<file path="src/rtl/input_conditioner.sv">
// -----------------------------------------------------------------------------
// input_conditioner
//
// Front end for the graphics controller.  Turns the raw board buttons into
// the clean signals the display top level consumes:
//   * every button is passed through a 2-FF synchroniser and a debouncer
//   * newPiece is the debounced level of btn_piece (the top level does its
//     own edge detection on it)
//   * controls[1:0] are single-cycle move pulses with hold-to-repeat: one
//     pulse on press, another DAS_DELAY cycles later, then one every
//     ARR_PERIOD cycles while the button stays held
//   * holding left and right together suppresses all movement
//
// Ports:
//   clk           in   system clock
//   rst           in   synchronous reset, active-high
//   btn_piece     in   raw asynchronous new-piece button
//   btn_controls  in   raw asynchronous move buttons (bit 0 left, bit 1 right)
//   newPiece      out  debounced level of btn_piece
//   controls      out  registered move pulses, one cycle wide per event
// -----------------------------------------------------------------------------
module input_conditioner #(
   parameter int DEBOUNCE_CYCLES = 500000,
   parameter int DAS_DELAY       = 8333333,
   parameter int ARR_PERIOD      = 2500000
) (
   input  logic       clk,
   input  logic       rst,
   input  logic       btn_piece,
   input  logic [1:0] btn_controls,
   output logic       newPiece,
   output logic [1:0] controls
);

   // Debounce counter only ever holds 0 .. DEBOUNCE_CYCLES-1.
   localparam int CNT_W   = (DEBOUNCE_CYCLES > 1) ? $clog2(DEBOUNCE_CYCLES) : 1;
   // One repeat timer covers both the DAS wait and the ARR period.
   localparam int TMR_MAX = (DAS_DELAY > ARR_PERIOD) ? DAS_DELAY : ARR_PERIOD;
   localparam int TMR_W   = (TMR_MAX > 1) ? $clog2(TMR_MAX) : 1;

   localparam logic [CNT_W-1:0] DB_TERM  = CNT_W'(DEBOUNCE_CYCLES - 1);
   localparam logic [TMR_W-1:0] DAS_TERM = TMR_W'(DAS_DELAY - 1);
   localparam logic [TMR_W-1:0] ARR_TERM = TMR_W'(ARR_PERIOD - 1);

   typedef enum logic [1:0] {
      IDLE   = 2'd0,
      DELAY  = 2'd1,
      REPEAT = 2'd2
   } state_t;

   // Channel 0 = piece, 1 = left, 2 = right.
   logic [2:0] raw;
   assign raw = {btn_controls, btn_piece};

   logic [2:0]            sync1_q, sync1_d;
   logic [2:0]            sync2_q, sync2_d;
   logic [2:0]            db_q, db_d;
   logic [2:0][CNT_W-1:0] db_cnt_q, db_cnt_d;

   state_t                state_q [2];
   state_t                state_d [2];
   logic [1:0][TMR_W-1:0] tmr_q, tmr_d;
   logic [1:0]            ctl_q, ctl_d;

   logic                  lockout;

   // ---------------------------------------------------------------------
   // Synchroniser and debouncer
   // ---------------------------------------------------------------------
   always_comb begin
      sync1_d  = raw;
      sync2_d  = sync1_q;
      db_d     = db_q;
      db_cnt_d = '0;
      for (int i = 0; i < 3; i++) begin
         // Counter runs only while the synchronised input disagrees with the
         // debounced state; any agreement (a bounce back) clears it.
         if (sync2_q[i] != db_q[i]) begin
            if (db_cnt_q[i] == DB_TERM) begin
               db_d[i]     = sync2_q[i];
               db_cnt_d[i] = '0;
            end else begin
               db_cnt_d[i] = db_cnt_q[i] + CNT_W'(1);
            end
         end
      end
   end

   // ---------------------------------------------------------------------
   // Repeat FSMs (one per direction)
   // ---------------------------------------------------------------------
   assign lockout = db_q[1] & db_q[2];

   always_comb begin
      for (int i = 0; i < 2; i++) begin
         state_d[i] = state_q[i];
         tmr_d[i]   = tmr_q[i];
         ctl_d[i]   = 1'b0;
         if (lockout) begin
            // Opposing directions held: park both FSMs so whichever button
            // remains after the other is released starts over as a new press.
            state_d[i] = IDLE;
            tmr_d[i]   = '0;
         end else begin
            unique case (state_q[i])
               IDLE: begin
                  if (db_q[i+1]) begin
                     ctl_d[i]   = 1'b1;
                     tmr_d[i]   = '0;
                     state_d[i] = DELAY;
                  end
               end
               DELAY: begin
                  if (!db_q[i+1]) begin
                     state_d[i] = IDLE;
                     tmr_d[i]   = '0;
                  end else if (tmr_q[i] == DAS_TERM) begin
                     ctl_d[i]   = 1'b1;
                     tmr_d[i]   = '0;
                     state_d[i] = REPEAT;
                  end else begin
                     tmr_d[i] = tmr_q[i] + TMR_W'(1);
                  end
               end
               REPEAT: begin
                  if (!db_q[i+1]) begin
                     state_d[i] = IDLE;
                     tmr_d[i]   = '0;
                  end else if (tmr_q[i] == ARR_TERM) begin
                     ctl_d[i] = 1'b1;
                     tmr_d[i] = '0;
                  end else begin
                     tmr_d[i] = tmr_q[i] + TMR_W'(1);
                  end
               end
               default: begin
                  state_d[i] = IDLE;
                  tmr_d[i]   = '0;
               end
            endcase
         end
      end
   end

   // ---------------------------------------------------------------------
   // State registers
   // ---------------------------------------------------------------------
   always_ff @(posedge clk) begin
      if (rst) begin
         sync1_q    <= '0;
         sync2_q    <= '0;
         db_q       <= '0;
         db_cnt_q   <= '0;
         state_q[0] <= IDLE;
         state_q[1] <= IDLE;
         tmr_q      <= '0;
         ctl_q      <= '0;
      end else begin
         sync1_q    <= sync1_d;
         sync2_q    <= sync2_d;
         db_q       <= db_d;
         db_cnt_q   <= db_cnt_d;
         state_q[0] <= state_d[0];
         state_q[1] <= state_d[1];
         tmr_q      <= tmr_d;
         ctl_q      <= ctl_d;
      end
   end

   assign newPiece = db_q[0];
   assign controls = ctl_q;

endmodule

</file>
<file path="config.mk">
export PLATFORM = sky130hd
export DESIGN_NAME = input_conditioner
export DESIGN_NICKNAME = d
export VERILOG_FILES = /design/src/rtl/input_conditioner.sv
export SDC_FILE = /design/constraint.sdc
export NUM_CORES = 1
export LEC_CHECK = 0
export CAP_MARGIN = 20
export CORE_MARGIN = 1
export CORE_UTILIZATION = 60
export DETAILED_ROUTE_END_ITERATION = 8
export DONT_BUFFER_PORTS = 1
export GPL_TIMING_DRIVEN = 0
export HOLD_SLACK_MARGIN = 0.05
export PLACE_DENSITY = 0.87
export SLEW_MARGIN = 20
export SYNTH_ARGS = -nofsm -noshare
export SYNTH_HDL_FRONTEND = slang
export SYNTH_SLANG_ARGS = --single-unit
</file>
<file path="constraint.sdc">
create_clock -name clk -period 3.77 [get_ports clk]
set_input_delay 0.377 -clock clk [delete_from_list [all_inputs] [get_ports clk]]
set_output_delay 0.377 -clock clk [all_outputs]
set_load 0.01 [all_outputs]
</file>
Word-level counts from Yosys, hierarchy flattened
Memories as Yosys holds them, arrays and structs flattened.
Cells that the tools add are included.

word-level totals
  register bits = 114
  memories = 1
  RAM bits = 4
  output and inout port bits = 3

memories
  name     words  bits a word  rd ports  clocked after Yosys merged registers in  write ports  RTL line  RTL
  state_q  2      2            2         0                                        2            60        state_t state_q [2];

cells by class
  mux-type cells = 41
  reductions and logical operators = 9
  add/sub/neg operators = 5
  equal/unequal tests = 16
  bitwise gates (word level) = 6

operator list
  kind                   number
  $mux 23                10
  $pmux 23 s3            2
  $add 19x1->19 const B  3
  $eq 19x19->1 const B   3
  $add 23x1->23 const B  2
  $eq 23x22->1 const B   2
  $eq 23x23->1 const B   2
  $mux 2                 12
  $mux 1                 13
  $pmux 2 s3             2
  $reduce_or 3->1        3
  $pmux 1 s3             2
  $reduce_and 2->1       3
  $eq 2x1->1 const B     2
  $eq 2x2->1 const B     2
  $logic_not 2->1        2
  $ne 2x2->1 const B     2
  $ne 1x1->1             3
  $not 1->1              3
  $or 1x1->1             2
  $reduce_or 2->1        1
  $and 1x1->1            1

Logic depth before layout (Yosys ltp)
Gate-level depths: netlist of the first run.

  depth after elaboration = 6
  gate-level depth with buffers = 8
  gate-level depth less buffers = 8

Worst setup path after synthesis of the first run
Ideal clock, no wire load.

  path kind = flip-flop to flip-flop
  from = reg tmr_q[23] (netlist name)
  to = reg tmr_q[29] (netlist name)
  stages on the path, launching flop included = 9
  path slack = 1.968 ns
  path buffers = 1
  arrival time = 1.688 ns
  setup time = 0.115 ns
  required time = 3.655 ns
  cells stage by stage = dfxtp_1 > ha_1 > nand3_1 > nor4b_1 > a31o_2 > a21oi_4 > nor2_1 > buf_4 > nor2_1

between the ends
  word-level cells in the longest chain between the ends = 4

ends and longest elaborated chain
  element                                      RTL line  RTL
  start, declared                              62        logic [1:0][TMR_W-1:0] tmr_q, tmr_d;
  start signal, assigned                       165       tmr_q <= tmr_d;
  $add 23x1->23, or another cell as far along  122, 133
  $mux 23 (on tied branches)                   129, 117
  $mux 23 (on tied branches)                   126, 114
  $pmux 23 s3 *                                105       unique case (state_q[i])

Every way passes the cells marked *; elsewhere a longest branch is shown, timed or not.
A chain may end at the register's enable or synchronous reset.

Worst setup path after layout of the first run
  from = reg db_cnt_q[0] (netlist name)
  to = reg db_cnt_q[8] (netlist name)

between the ends
  word-level cells in the longest chain between the ends = 2

ends and longest elaborated chain
  element                                                                RTL line  RTL
  start, declared                                                        58        logic [2:0][CNT_W-1:0] db_cnt_q, db_cnt_d;
  start signal, assigned                                                 162       db_cnt_q <= db_cnt_d;
  parallel branches: the longest is 2 deep, another holds $add 19x1->19  --

Several ways; the timed one is not identified.

==> flow_metrics.py, run 1 <==
metrics = {
    "run_status": {
        "status": "complete, but fails checks",
        "violations": "design-rule violations",
    },
    "drt": {
        "drc": 1,
        "wire_per_inst_um": 14.7,
        "detail-route-antenna-nets": 0,
        "initialDrtViolationCount": 284,
        "wirelength_um": 11400,
        "vias": 4504,
        "first_pass_iters": 6,
        "via_per_inst": 5.79,
    },
    "power_and_ir_drop": {
        "p_comb_share_pct": 2.6,
        "worst_ir_drop_vdd_v": 0.000264,
        "leakagePower_nw": 2.19,
        "p_total_mw": 3.02,
        "p_switching_mw": 0.648,
        "p_sw_share_pct": 21.4,
        "clockPowerShare_pct": 55.7,
        "p_int_mw": 2.38,
        "pwr-share-seq_pct": 41.7,
        "powerDensity_nw_per_um2": 478,
    },
    "sta": {
        "slew_viol_final": 0,
        "max-slew-margin-rel_pct": 55.9,
        "max_freq_ghz": 0.461,
        "fin_skew_ns": 0.00949,
        "worst_slew_pin_slew_ns": 0.658,
        "hold_viol": 0,
        "min_period_ns": 2.17,
        "rsz0062_at_grt": "no",
        "min_period_over_period_pct": 57.5,
        "fin_setup_tns_ns": 0,
        "report.final.setup_viol": 0,
    },
    "critical_path": {
        "cp_slowest_cell": "nor4_1",
        "critPathKind": "reg -> reg",
        "cp-startpoint": "db_cnt_q[0]",
        "crit_arrival_ns": 2.57,
        "crit_path_max_incr_delay_ns": 0.50,
        "cp.depth": 7,
        "r2r-end": "db_cnt_q[8]",
        "cpMostUsedCell": "buf_2",
        "r2r_slack_ns": 1.60,
        "reg2regPathDepth": 7,
        "rr_startpoint": "db_cnt_q[0]",
        "cp_top_family": "simple AND/OR/NAND/NOR gates",
        "crit_end": "db_cnt_q[8]",
        "cp_cell_sequence": "ha_1 -> nand4b_1 -> nor4_1 -> or2_2 -> buf_2 -> buf_2 -> nor2_1",
        "cp-start-kind": "flop",
        "crit_path_end_kind": "flop",
        "cp.required_ns": 4.17,
        "worst-path-buf-inv": 2,
        "critical_path.max_fanout": 10,
    },
    "place": {
        "hpwl_um": 7430,
        "routabilityCongestion": 0.821,
        "io_buffers": 0,
    },
    "yosys": {
        "ys_warn_count": 0,
        "syn_nets": 655,
        "seq_area_frac_synth_pct": 42.6,
        "ys.flop_type": "dfxtp_1",
        "synth-edff-count": 0,
        "syn-cell-area_sq_um": 5540,
        "ys_ff_latch": 118,
        "synthesis.instances": 635,
        "syn_avg_cell_area_sq_um": 8.72,
        "synthDistinctLibCells": 52,
        "ys_async_sr_fraction_pct": 0,
    },
    "cts": {
        "numCtsBuffers": 17,
        "clk_pin_slew_ns": 0.06,
        "cts_root_buf": "clkbuf_8",
        "cts_tree": "yes",
        "cts_max_level": 4,
        "cts.path.max_buffers": 2,
        "clk-insertion-delay-late_ns": 0.52,
        "cts_sinks": 118,
        "cts_resized": 0,
    },
    "die": {
        "rows": 34,
        "ios": 8,
        "design.die.area_sq_um": 9620,
        "dieHeight_um": 98.1,
        "die_x_um": 98.1,
        "start_util_pct": 62.6,
        "coreArea_sq_um": 8850,
    },
    "global_route": {
        "grt_pass1_wl_um": 19900,
        "grt_pass1_vias": 4540,
        "grt_overflow": 0,
        "grt_util_met2_pct": 44.7,
        "grt_max_degree": 17,
        "gr-max-usage-layer": "met2",
        "grt.total_usage_pct": 25.4,
        "antenna_found_initial": 0,
        "use_met3_pct": 7.23,
        "met1_usage_pct": 29.3,
    },
    "job": {
        "maxCapViolCount": 0,
    },
    "layout": {
        "drive_gt1_share_pct": 8.81,
        "area_growth_pct": 14.3,
        "nNetsFinal": 677,
        "num_antenna_cells": 0,
    },
    "hold_path": {
        "hold_class": "in -> reg",
    },
}
[final cells by class]
type                            count  area, sq um
Clock buffer                       18          428
Tap cell                          108          135
Multi-Input combinational cell    486         3030
Clock inverter                     14          198
Sequential cell                   118         2360
Fill cell                         608         2520
Buffer                             16         88.8
Inverter                           15         56.3
Timing Repair Buffer                3         30.0
[what timing repair did]
action | 4_1_cts | 5_1_grt
endpoints found under the hold margin | 3 | 0
buffers inserted | 0 | 0
hold buffers | 3 | 0
[synthesized netlist by cell type, types with 2 or more instances]
master	count	area [sq um]
and4b_1	2	20.0
xor2_1	50	438
inv_1	15	56.3
nor2b_1	9	56.3
nor4b_1	11	96.3
ha_1	15	188
and3_1	12	75.1
or3_1	4	25.0
nor3_1	16	80.1
mux2i_1	7	70.1
nand3_1	47	235
buf_4	3	22.5
clkbuf_1	4	15.0
nor2_1	122	458
nor4_1	7	43.8
a31oi_1	5	31.3
o211ai_1	2	15.0
nand2_1	54	203
nand4_2	2	25.0
xnor2_1	32	280
a22o_1	6	52.6
nand4_1	19	119
a21oi_1	15	75.1
and4_1	10	87.6
nand2b_1	5	31.3
and2_1	3	18.8
dfxtp_1	118	2360
o21ai_0	5	25.0
buf_2	7	35.0
a21o_1	6	45.0
[per-stage QoR]
stage	instances	instance area (sq um)	util [%]	hold WS [ns]	setup WS (ns)
6_report	778	6330	71.5	0.0799	1.60
5_1_grt	778	6330	71.5	0.0757	1.48
4_1_cts	778	6330	71.5	0.0678	1.61
3_5_place_dp	743	5670	64.1	0.428	1.69
3_3_place_gp	743	5670	64.1	0.420	1.70
2_1_floorplan	635	5540	-	0.414	1.97
[per-layer routing]
metal | vias up | wire [um]
li1 | 2237 | -
met1 | 2138 | 4900
met2 | 108 | 5800
met3 | 21 | 552
met4 | 0 | 191
met5 | - | 0
[cells by family after synthesis]
group,after synthesis,share of synthesized area (%)
DFF,118,42.6
adders and majority gates,15,3.39
buffers and inverters,31,2.62
muxes,8,1.47
and+or+nand+nor,335,30.9
AOI/OAI and AO/OA,46,5.99
xor gates and xnor gates,82,13.0
[how the worst min path moves through the flow]
| stage | from | end | slack, ns | depth (start not counted) |
|---|---|---|---|---|
| 3_3_place_gp | sync1_q[0] | sync2_q[0] | 0.42 | 1 |
| 4_1_cts | rst | db_cnt_q[2] | 0.07 | 2 |
| 2_1_floorplan | sync1_q[0] | sync2_q[0] | 0.41 | 1 |
| 5_1_grt | rst | db_cnt_q[2] | 0.08 | 2 |
| 6_report | rst | db_cnt_q[2] | 0.08 | 2 |
| 3_5_place_dp | sync1_q[1] | sync2_q[1] | 0.43 | 1 |
[power by group through the flow]
stage	logic (mW)	clock network (mW)	registers, mW
5_1_grt	0.0877	1.77	1.26
4_1_cts	0.0780	1.70	1.26
6_report	0.0786	1.68	1.26
2_1_floorplan	0.0581	0	1.29
3_3_place_gp	0.0713	0	1.29
3_5_place_dp	0.0743	0	1.29
[state kept, by name, summed over array words and instances, names as in the netlist]
name	flops
sync1_q	3
state_q	4
sync2_q	3
db_q	3
db_cnt_q	57
controls	2
tmr_q	46
[cells in the final DEF, fill, tap and decap left out, types with 4 or more instances in the layout]
cell	instances
mux2i_1	7
ha_1	15
dfxtp_1	118
buf_2	7
clkinvlp_4	5
nor4_1	7
o21ai_0	5
clkbuf_1	4
a22o_1	6
xnor2_1	32
or3_1	4
clkbuf_16	16
nor4b_1	11
nand3_1	47
nor3_1	16
a21o_1	6
and4_1	10
xor2_1	50
nor2_1	122
bufinv_16	4
a21oi_1	15
nor2b_1	9
nand4_1	19
inv_1	15
nand2_1	54
and3_1	12
a31oi_1	5
nand2b_1	5
Note: power is estimated with default switching activity, not from simulation.
==> run 2, diff against run 1 <==
==> constraint.sdc (replaced) <==
create_clock -name clk -period 2 [get_ports clk]
set_input_delay 0.2 -clock clk [delete_from_list [all_inputs] [get_ports clk]]
set_output_delay 0.2 -clock clk [all_outputs]
set_load 0.01 [all_outputs]
==> run 2 against run 1 <==
The flow finishes with violations (design-rule violations, negative setup slack); maximum frequency increased by 1.7%; clock-buffer cell count stayed put; register-to-register slack got worse by 1.7 ns; worst hold slack better by 0.035 ns; first-iteration DRC count is 13% higher; routed wire length up 14%; sequential cell count unchanged; global-route usage rose by 0.50 points; combinational power is 120% higher; total power is 90% higher.
==> flow_metrics.py, run 2 (synthesized netlist as in run 1, its figures left out) <==
metrics = {
    "critical_path": {
        "reg2regPathDepth": 6,
        "cp.required_ns": 2.38,
        "crit_path_max_incr_delay_ns": 0.42,
        "critPathKind": "reg -> reg",
        "r2r-end": "controls[0]",
        "r2r_slack_ns": -0.13,
        "critical_path.max_fanout": 4,
        "rr_startpoint": "tmr_q[11]",
        "crit_arrival_ns": 2.52,
        "cp_cell_sequence": "nor4b_2 -> nand4_1 -> nor3_1 -> mux2_2 -> a21oi_1 -> nor4b_1",
        "cp_slowest_cell": "dfxtp_1",
        "crit_path_end_kind": "flop",
        "cp-start-kind": "flop",
    },
    "power_and_ir_drop": {
        "clockPowerShare_pct": 55.7,
        "p_total_mw": 5.74,
        "powerDensity_nw_per_um2": 869,
        "worst_ir_drop_vdd_v": 0.000503,
        "leakagePower_nw": 2.29,
        "p_int_mw": 4.49,
        "p_comb_share_pct": 3.0,
        "p_sw_share_pct": 21.9,
        "pwr-share-seq_pct": 41.3,
        "p_switching_mw": 1.26,
    },
    "sta": {
        "min_period_ns": 2.13,
        "whs_ns": 0.115,
        "max-slew-margin-rel_pct": 56.6,
        "worst_slew_pin_slew_ns": 0.649,
        "fin_skew_ns": 0.0139,
        "hold_viol": 0,
        "report.final.setup_viol": 14,
        "fin_setup_tns_ns": -0.365,
        "fin_ws_ns": -0.132,
        "slew_viol_final": 0,
        "min_period_over_period_pct": 107,
        "max_freq_ghz": 0.469,
    },
    "layout": {
        "regMostFlops": "db_cnt_q",
        "final_area_sq_um": 6610,
        "final_cell_mix": "nor2_1, dfxtp_1, nand2_1, xor2_1, nand3_1",
        "nFillCells": 555,
        "num_antenna_cells": 0,
        "stdcell_count": 782,
        "fin_util_pct": 74.7,
        "nNetsFinal": 681,
        "area_growth_pct": 19.3,
        "reg_top3": "db_cnt_q x57, tmr_q x46, state_q x4",
        "layout_commonest_cell": "nor2_1",
        "largest_reg_flops": 57,
        "drive_gt1_share_pct": 15.1,
    },
    "die": {
        "rows": 34,
        "die_x_um": 98.1,
        "design.die.area_sq_um": 9620,
        "dieHeight_um": 98.1,
        "coreArea_sq_um": 8850,
        "start_util_pct": 62.6,
        "ios": 8,
    },
    "hold_path": {
        "min_to": "db_q[0]",
        "min_from": "rst",
        "min_path_cells": 2,
        "hold_class": "in -> reg",
    },
    "place": {
        "place_area_sq_um": 5670,
        "hpwl_um": 7430,
        "io_buffers": 0,
        "place_inst": 743,
        "pre_cts_ws_ns": -0.0760,
        "routabilityCongestion": 0.821,
    },
    "global_route": {
        "grt_pass1_vias": 4529,
        "antenna_found_initial": 0,
        "grt_max_degree": 17,
        "grt_pass1_wl_um": 20200,
        "grt.total_usage_pct": 25.9,
        "grt_overflow": 0,
    },
    "drt": {
        "wl_met1_um": 5210,
        "routed-wl-met3_um": 756,
        "detail-route-antenna-nets": 0,
        "via_per_inst": 6.05,
        "drc": 1,
        "highest_layer": "met4",
        "wire_per_inst_um": 16.7,
        "vias": 4728,
        "wirelength_um": 13100,
        "initialDrtViolationCount": 322,
        "first_pass_iters": 9,
        "route.met2.wl_um": 6710,
    },
    "cts": {
        "cts_root_buf": "clkbuf_8",
        "numCtsBuffers": 17,
        "cts_tree": "yes",
        "clk_pin_slew_ns": 0.07,
        "clk-insertion-delay-late_ns": 0.53,
        "cts.path.max_buffers": 2,
        "cts_max_level": 4,
        "cts_sinks": 118,
    },
    "job": {
        "maxCapViolCount": 0,
    },
    "run_status": {
        "violations": "design-rule violations, negative setup slack",
        "status": "complete, but fails checks",
    },
}
==> run 2: cell count changes in the layout (fill, tap and decap cells not counted), moves of 3 or more <==
cell,delta
buf_2,-3
buf_4,+3
buf_6,+3
dfxtp_1,-12
dfxtp_2,+11
ha_1,-3
nor4_1,-3
nor4b_1,-5
nor4b_2,+4
==> run 2: timing repair <==
action	CTS	global route
resized for setup	8	47
endpoints found under the hold margin	15	9
buffers inserted	2	3
hold buffers	4	1
pin swaps	3	7
endpoints found under the setup margin	47	58
==> run 2: worst max-delay path, delay by kind of cell (launching register included) <==
family | cells | cell delay [ns]
multiplexers | 1 | 0.24
flip-flops | 1 | 0.42
AO/OA/AOI/OAI | 1 | 0.06
AND/OR/NAND/NOR | 4 | 1.28
==> run 2: cell type report <==
class	count	area (sq um)	area share, %
Clock inverter	14	198	2.99
Multi-Input combinational cell	486	3230	48.9
Buffer	13	92.6	1.40
Clock buffer	18	428	6.47
Sequential cell	118	2380	36.0
Tap cell	108	135	2.04
Timing Repair Buffer	10	87.6	1.33
Inverter	15	56.3	0.852
==> run 2: how the worst max path moves through the flow <==
stage	depth (start not counted)	endpoint	from
final	6	controls[0]	tmr_q[11]
after detailed placement	8	tmr_q[38]	tmr_q[23]
after global placement	8	tmr_q[32]	tmr_q[24]
after floorplan	8	tmr_q[29]	tmr_q[23]
after global routing	6	controls[0]	tmr_q[11]
after CTS	8	tmr_q[29]	tmr_q[23]
==> run 2: power by group through the flow <==
| stage | combinational, mW | sequential [mW] | clock, mW |
|---|---|---|---|
| after floorplan | 0.110 | 2.42 | 0 |
| after global placement | 0.134 | 2.42 | 0 |
| after detailed placement | 0.140 | 2.43 | 0 |
| after CTS | 0.150 | 2.38 | 3.20 |
| after global routing | 0.187 | 2.38 | 3.34 |
| final | 0.171 | 2.37 | 3.20 |
==> run 2: routing by layer <==
metal  GRT usage, %  vias to the layer above
met5              0                        -
met4           8.39                        0
met3           7.02                       44
met2           46.0                      192
met1           30.0                     2247
li1               -                     2245
